$ cat src/rtl/lc4_mem_pkg.sv
// Shared definitions for the LC4 memory phase sequencer: phase encoding,
// default widths, memory read latency and a strobe-to-phase helper.
package lc4_mem_pkg;

  localparam int unsigned ADDR_W_DEF = 16;
  localparam int unsigned DATA_W_DEF = 16;
  localparam int unsigned MEM_LAT    = 1;
  localparam int unsigned N_PHASE    = 4;

  // Encoding matches the write-enable generator's phase counter values.
  typedef enum logic [1:0] {
    EXP_I1 = 2'd0,
    EXP_I2 = 2'd1,
    EXP_D  = 2'd2,
    EXP_W  = 2'd3
  } phase_e;

  // Phase strobes as one bus; bit index equals phase number.
  typedef struct packed {
    logic gwe;
    logic dre;
    logic i2re;
    logic i1re;
  } strobe_t;

  // Lowest asserted strobe as a phase; only meaningful when one is set.
  function automatic phase_e strobe_phase(input strobe_t s);
    phase_e p;
    p = EXP_I1;
    if (s.i1re)      p = EXP_I1;
    else if (s.i2re) p = EXP_I2;
    else if (s.dre)  p = EXP_D;
    else if (s.gwe)  p = EXP_W;
    return p;
  endfunction

endpackage

$ cat src/rtl/lc4_phase_checker.sv
// Tracks the expected phase of the i1re/i2re/dre/gwe strobe rotation.
// Ports:
//   clk, rst_n       clock, async active-low reset
//   i_strb           strobes {gwe, dre, i2re, i1re}
//   o_onehot_c       exactly one strobe asserted this cycle
//   o_legal_c        the single strobe is the expected one
//   o_err_c          this cycle is a sequence violation
//   o_phase_c        phase index of the observed strobe
//   o_close_c        legal gwe closing a clean, seq_ok bundle
//   o_phase_err      sticky violation flag
module lc4_phase_checker
  import lc4_mem_pkg::*;
(
  input  logic       clk,
  input  logic       rst_n,
  input  logic [3:0] i_strb,
  output logic       o_onehot_c,
  output logic       o_legal_c,
  output logic       o_err_c,
  output logic [1:0] o_phase_c,
  output logic       o_close_c,
  output logic       o_phase_err
);

  phase_e r_state;
  phase_e w_state_nxt;
  logic   r_seq_ok;
  logic   w_seq_ok_nxt;
  logic   r_phase_err;
  logic   w_phase_err_nxt;
  phase_e w_phase;
  logic   w_onehot;
  logic   w_legal;
  logic   w_err;

  // State, seq_ok and sticky error registers.
  always_ff @(posedge clk or negedge rst_n) begin
    if (!rst_n) begin
      r_state     <= EXP_I1;
      r_seq_ok    <= 1'b0;
      r_phase_err <= 1'b0;
    end else begin
      r_state     <= w_state_nxt;
      r_seq_ok    <= w_seq_ok_nxt;
      r_phase_err <= w_phase_err_nxt;
    end
  end

  // Next-state and classification of the current strobe pattern.
  always_comb begin
    w_state_nxt     = r_state;
    w_seq_ok_nxt    = r_seq_ok;
    w_phase_err_nxt = r_phase_err;
    w_phase         = strobe_phase(strobe_t'(i_strb));
    w_onehot        = $onehot(i_strb);
    w_legal         = w_onehot && (w_phase == r_state);
    // Any asserted strobe that is not the single expected one is an error.
    w_err           = (|i_strb) && !w_legal;

    if (w_legal) begin
      w_state_nxt = phase_e'(2'(r_state + 2'd1));
    end else if (w_onehot) begin
      // Resync to the phase following the one actually observed.
      w_state_nxt = phase_e'(2'(w_phase + 2'd1));
    end

    if (w_err) begin
      w_seq_ok_nxt    = 1'b0;
      w_phase_err_nxt = 1'b1;
    end else if (w_legal && (r_state == EXP_I1)) begin
      w_seq_ok_nxt = 1'b1;
    end
  end

  assign o_onehot_c  = w_onehot;
  assign o_legal_c   = w_legal;
  assign o_err_c     = w_err;
  assign o_phase_c   = 2'(w_phase);
  assign o_close_c   = w_legal && (r_state == EXP_W) && r_seq_ok;
  assign o_phase_err = r_phase_err;

endmodule

$ cat src/rtl/lc4_mem_phase_seq.sv
// Time-multiplexes one registered-read memory across the four LC4 phases
// (fetch 1, fetch 2, data read, data write) and captures the read data.
// Ports:
//   clk, rst_n                 clock, async active-low reset
//   i1re, i2re, dre, gwe       one-hot phase strobes
//   i1_addr, i2_addr, d_addr   per-phase addresses
//   d_we, d_wdata              store request and data (gwe phase)
//   mem_addr/we/wdata          combinational memory request
//   mem_rdata                  memory data, one cycle after address
//   i1_data, i2_data, d_rdata  captured read data
//   bundle_valid               pulse after a clean complete bundle
//   phase_err                  sticky sequence error
module lc4_mem_phase_seq
  import lc4_mem_pkg::*;
#(
  parameter int unsigned ADDR_W = ADDR_W_DEF,
  parameter int unsigned DATA_W = DATA_W_DEF
) (
  input  logic              clk,
  input  logic              rst_n,
  input  logic              i1re,
  input  logic              i2re,
  input  logic              dre,
  input  logic              gwe,
  input  logic [ADDR_W-1:0] i1_addr,
  input  logic [ADDR_W-1:0] i2_addr,
  input  logic [ADDR_W-1:0] d_addr,
  input  logic              d_we,
  input  logic [DATA_W-1:0] d_wdata,
  output logic [ADDR_W-1:0] mem_addr,
  output logic              mem_we,
  output logic [DATA_W-1:0] mem_wdata,
  input  logic [DATA_W-1:0] mem_rdata,
  output logic [DATA_W-1:0] i1_data,
  output logic [DATA_W-1:0] i2_data,
  output logic [DATA_W-1:0] d_rdata,
  output logic              bundle_valid,
  output logic              phase_err
);

  logic [3:0] w_strb;
  logic       w_onehot;
  logic       w_legal;
  logic       w_err;
  logic [1:0] w_phase_raw;
  phase_e     w_phase;
  logic       w_close;
  logic       r_pend_vld;
  phase_e     r_pend_ph;

  assign w_strb  = {gwe, dre, i2re, i1re};
  assign w_phase = phase_e'(w_phase_raw);

  lc4_phase_checker u_chk (
    .clk         (clk),
    .rst_n       (rst_n),
    .i_strb      (w_strb),
    .o_onehot_c  (w_onehot),
    .o_legal_c   (w_legal),
    .o_err_c     (w_err),
    .o_phase_c   (w_phase_raw),
    .o_close_c   (w_close),
    .o_phase_err (phase_err)
  );

  // Memory request mux; stores only on a clean single gwe.
  always_comb begin
    mem_addr = '0;
    if (i1re)             mem_addr = i1_addr;
    else if (i2re)        mem_addr = i2_addr;
    else if (dre || gwe)  mem_addr = d_addr;
    mem_we    = gwe & d_we & w_onehot;
    mem_wdata = mem_we ? d_wdata : '0;
  end

  // Remember which legal read is in flight so its data is captured one
  // cycle later, even when idle cycles separate the phases.
  always_ff @(posedge clk or negedge rst_n) begin
    if (!rst_n) begin
      r_pend_vld <= 1'b0;
      r_pend_ph  <= EXP_I1;
    end else begin
      r_pend_vld <= w_legal && (w_phase != EXP_W);
      r_pend_ph  <= w_phase;
    end
  end

  // Capture registers and bundle-valid pulse; an erroring cycle skips capture.
  always_ff @(posedge clk or negedge rst_n) begin
    if (!rst_n) begin
      i1_data      <= '0;
      i2_data      <= '0;
      d_rdata      <= '0;
      bundle_valid <= 1'b0;
    end else begin
      bundle_valid <= w_close;
      if (r_pend_vld && !w_err) begin
        case (r_pend_ph)
          EXP_I1:  i1_data <= mem_rdata;
          EXP_I2:  i2_data <= mem_rdata;
          EXP_D:   d_rdata <= mem_rdata;
          default: ;
        endcase
      end
    end
  end

endmodule

$ cat config.mk
export PLATFORM = sky130hd
export DESIGN_NAME = lc4_mem_phase_seq
export DESIGN_NICKNAME = d
export VERILOG_FILES = /design/src/rtl/lc4_mem_pkg.sv /design/src/rtl/lc4_phase_checker.sv /design/src/rtl/lc4_mem_phase_seq.sv
export SDC_FILE = /design/constraint.sdc
export NUM_CORES = 1
export LEC_CHECK = 0
export CAP_MARGIN = 20
export CORE_ASPECT_RATIO = 1.4
export CORE_MARGIN = 5
export CORE_UTILIZATION = 38
export DETAILED_ROUTE_END_ITERATION = 10
export HOLD_SLACK_MARGIN = 0.08
export MAX_ROUTING_LAYER = met4
export PLACE_DENSITY = 0.84
export REMOVE_ABC_BUFFERS = 1
export SYNTH_ARGS = -nofsm -noshare
export SYNTH_HDL_FRONTEND = slang
export SYNTH_SLANG_ARGS = --single-unit
$ cat constraint.sdc
create_clock -name clk -period 5.7 [get_ports clk]
set_clock_uncertainty 0.2 [all_clocks]
set_input_delay 1.14 -clock clk [delete_from_list [all_inputs] [get_ports clk]]
set_output_delay 1.14 -clock clk [all_outputs]
set_load 0.01 [all_outputs]
==> results.ini <==
[die]
core_area_mm2 = 0.00736
row_count = 37
io-pin-count = 170
die_w_um = 83.4
die_height_um = 113
die_area_mm2 = 0.00939
start_util_pct = 38.9

[routing]
ant_nets = 0
vias_per_cell = 4.90
detail_route.iter0.violations = 34
drc = 0
detail_route.wl_per_cell_um = 16.1
drt-total-wl_um = 7830
detailedRoute.firstPassIterationCount = 4
detailroute.via_count = 2390

[setup_path]
critical_path_required_ns = 4.36
critical_path_arrival_ns = 4.09
rr_startpoint = u_chk.r_state[1]$_DFFE_PN0P_
cp_max_fo = 17
crit_path_start_kind = primary input
crit_path_end_kind = output port
critical_path.startpoint = gwe
timing_worst_setup_path_type = primary input to output port
r2r_cell_count = 4

[timing]
grt_setup_unrepaired = no
report.final.hold_viol_count = 0
slew_viol_final = 0
worst_slew_pin_slew_ns = 0.862
maxClockFrequency_ghz = 0.184
post-route-period-util_pct = 95.2
report.final.setup_viol = 0
setup_tns_ns = 0
final.hold.worst_slack_ns = 0.273
max_slew_margin_pct = 42.3
min_period_ns = 5.43

[pwr]
seqPwrFrac_pct = 38.9
swShare_pct = 26.1
clock_power_share_pct = 24.2
pwr_density_cell_mw_per_mm2 = 298
total_switching_power_mw = 0.372
comb_power_share_pct = 36.9
cellInternalPower_mw = 1.06
worst_ir_drop_vdd_v = 0.000186
leakagePower_nw = 2.06

[clock_network]
cts.htree.levels = 2
cts.sink_count = 56
numCtsBuffers = 5
maximum_count_of_clock_buffers_along_a_single_path = 2
tritoncts = built
holdBufCountCts = 0
post_cts.repair.setup_buffers = 0
clkTransAtPathRegs_ns = 0.10
cts_resized = 0
cts_root_buffer = clkbuf_8
clock_latency_ns = 0.30

[layout]
antennaDiodeCount = 0
finish.net_count = 484
instances_no_fill = 488
postLayoutCellArea_mm2 = 0.00479
areaGrowthSynthToFinish_pct = 67.4
total_area_of_multi_input_combinational_cells_mm2 = 0.00136
postLayoutCoreUtil_pct = 65.1
share_of_layout_cells_above_drive_strength_1_pct = 18.4
seqCellArea_mm2 = 0.00140
fill_cells = 552

[global_route]
global_route.usage.met3_pct = 3.20
groute.usage.overall_pct = 16.5
grt_start_max_net_pins = 57
globalRouteMet2Util_pct = 30.5
gr-max-usage-layer = met2
grt_antenna_before_repair = 0
first_global_vias = 2607
grt_util_met1_pct = 18.1
global_route_wire_length_before_repair_um = 12400
gr-total-overflow = 0

[synth]
async_flop_share_pct = 100
synthDominantCellAreaShare_pct = 49.0
synth-seq-cells = 56
synth_sequential_area_ratio_pct = 49.0
synth_cells = 220
number_of_enable_type_register_cells_in_the_synthesized_netlist = 0
synth_cell_type_count = 34
syn_area_per_cell_um2 = 13.0
top_cell_type_by_total_area_after_synthesis = dfrtp_1
yosysWarnings = 0
yosys.cell_count.top_type = dfrtp_1
post_synth_instance_area_mm2 = 0.00286
synth_common_cells = 56 x dfrtp_1, 27 x mux2_2, 20 x mux2_4
synth.top_cells.by_area = dfrtp_1 49%, mux2_2 11%, mux2_4 10%, a22oi_1 4.2%, and2_1 3.5%
postSynth.topFlopCell = dfrtp_1

[place]
place_congestion = 0.793
numPortBuffers = 169
dp_hpwl_um = 6370
placed_area_mm2 = 0.00463
post-place-cells = 480

[run]
max_cap_viols = 0

[worst_hold_path]
holdCritStartpoint = u_chk.o_phase_err$_DFFE_PN0P_
worst_hold_path_type = register to register
hold-path-cell-count = 1

[status]
outcome = finished, final reports clean

path summary, 6_finish.rpt:
check / end / slack [ns]
max in group asynchronous: d_rdata[1]$_DFFE_PN0P_ / 4.07
hold reg to reg: u_chk.o_phase_err$_DFFE_PN0P_ / 0.27
min in group asynchronous: d_rdata[14]$_DFFE_PN0P_ / 0.76
setup reg to reg: i2_data[11]$_DFFE_PN0P_ / 3.26
setup / recovery: mem_wdata[8] / 0.27
hold / removal: u_chk.o_phase_err$_DFFE_PN0P_ / 0.27
layer usage:
layer / part of all wire [%] / routed length (µm)
met1: 39 / 3020
met2: 52 / 4060
met3: 8.2 / 641
met4: 1.4 / 110
met5: 0 / 0
placed cells by master (no fill, tap or decap), drive strengths merged:
cell type / netlist / routed
clkdlybuf4s50: 0 / 168
dfrtp: 56 / 56
mux2: 49 / 49
nand2: 18 / 18
o21ai: 17 / 17
a22oi: 16 / 16
and2: 16 / 16
buf: 5 / 8
ha: 6 / 6
clkbuf: 8 / 5
inv: 4 / 4
nor2: 3 / 3
a21oi: 3 / 3
bufinv: 0 / 3
nor3: 3 / 3
nand3: 2 / 2
xnor2: 2 / 2
o21ba: 1 / 1
nor3b: 1 / 1
and3: 1 / 1
nand4: 1 / 1
a32oi: 1 / 1
nor4bb: 1 / 1
nor4b: 1 / 1
or2: 1 / 1
nor2b: 1 / 1
a31oi: 1 / 1
xor2: 1 / 1
fa: 1 / 1
flip-flops by register name (all words and copies together), names as in the netlist:
register / cells
u_chk.r_seq_ok: 1
u_chk.r_state: 2
i2_data: 16
i1_data: 16
r_pend_ph: 2
u_chk.o_phase_err: 1
bundle_valid: 1
d_rdata: 16
r_pend_vld: 1
worst max-delay path, stage by stage:
cell	delay [ns]
clkdlybuf4s50_1	0.52
inv_1	0.06
ha_1	0.28
ha_1	0.21
fa_1	0.48
nor3b_4	0.20
and3_1	0.45
and2_1	0.20
clkdlybuf4s50_1	0.55
metrics by stage:
stage / setup slack (ns) / total power, mW
3_5_place_dp: 0.249 / 1.10
5_1_grt: 0.114 / 1.50
6_report: 0.274 / 1.43
3_3_place_gp: 0.346 / 1.08
4_1_cts: 0.251 / 1.45
2_1_floorplan: 0.843 / 0.771
kinds of logic after synthesis:
logic type	Yosys count	synth area share [%]
DFF	56	49.0
xor gates and xnor gates	3	1.57
muxes	49	21.9
and+or+nand+nor	49	10.8
adders and majority gates	7	3.32
buffers and inverters	17	3.98
AOI/OAI and AO/OA	39	9.44
layout make-up:
class	count	share of cell area (%)
timing repair buffer	176	36.3
clock buffer	5	1.44
multi-input combinational	147	28.3
inverter	4	0.313
clock inverter	3	1.88
sequential	56	29.2
tap	97	2.53
power by group through the flow:
stage               logic [mW]  clock network [mW]  registers (mW)
finish                   0.527               0.346           0.556
floorplan                0.174                   0           0.597
CTS                      0.535               0.357           0.557
global placement         0.521                   0           0.560
global route             0.561               0.372           0.569
detailed placement       0.532                   0           0.566
Power figures use the tool's default switching activity.
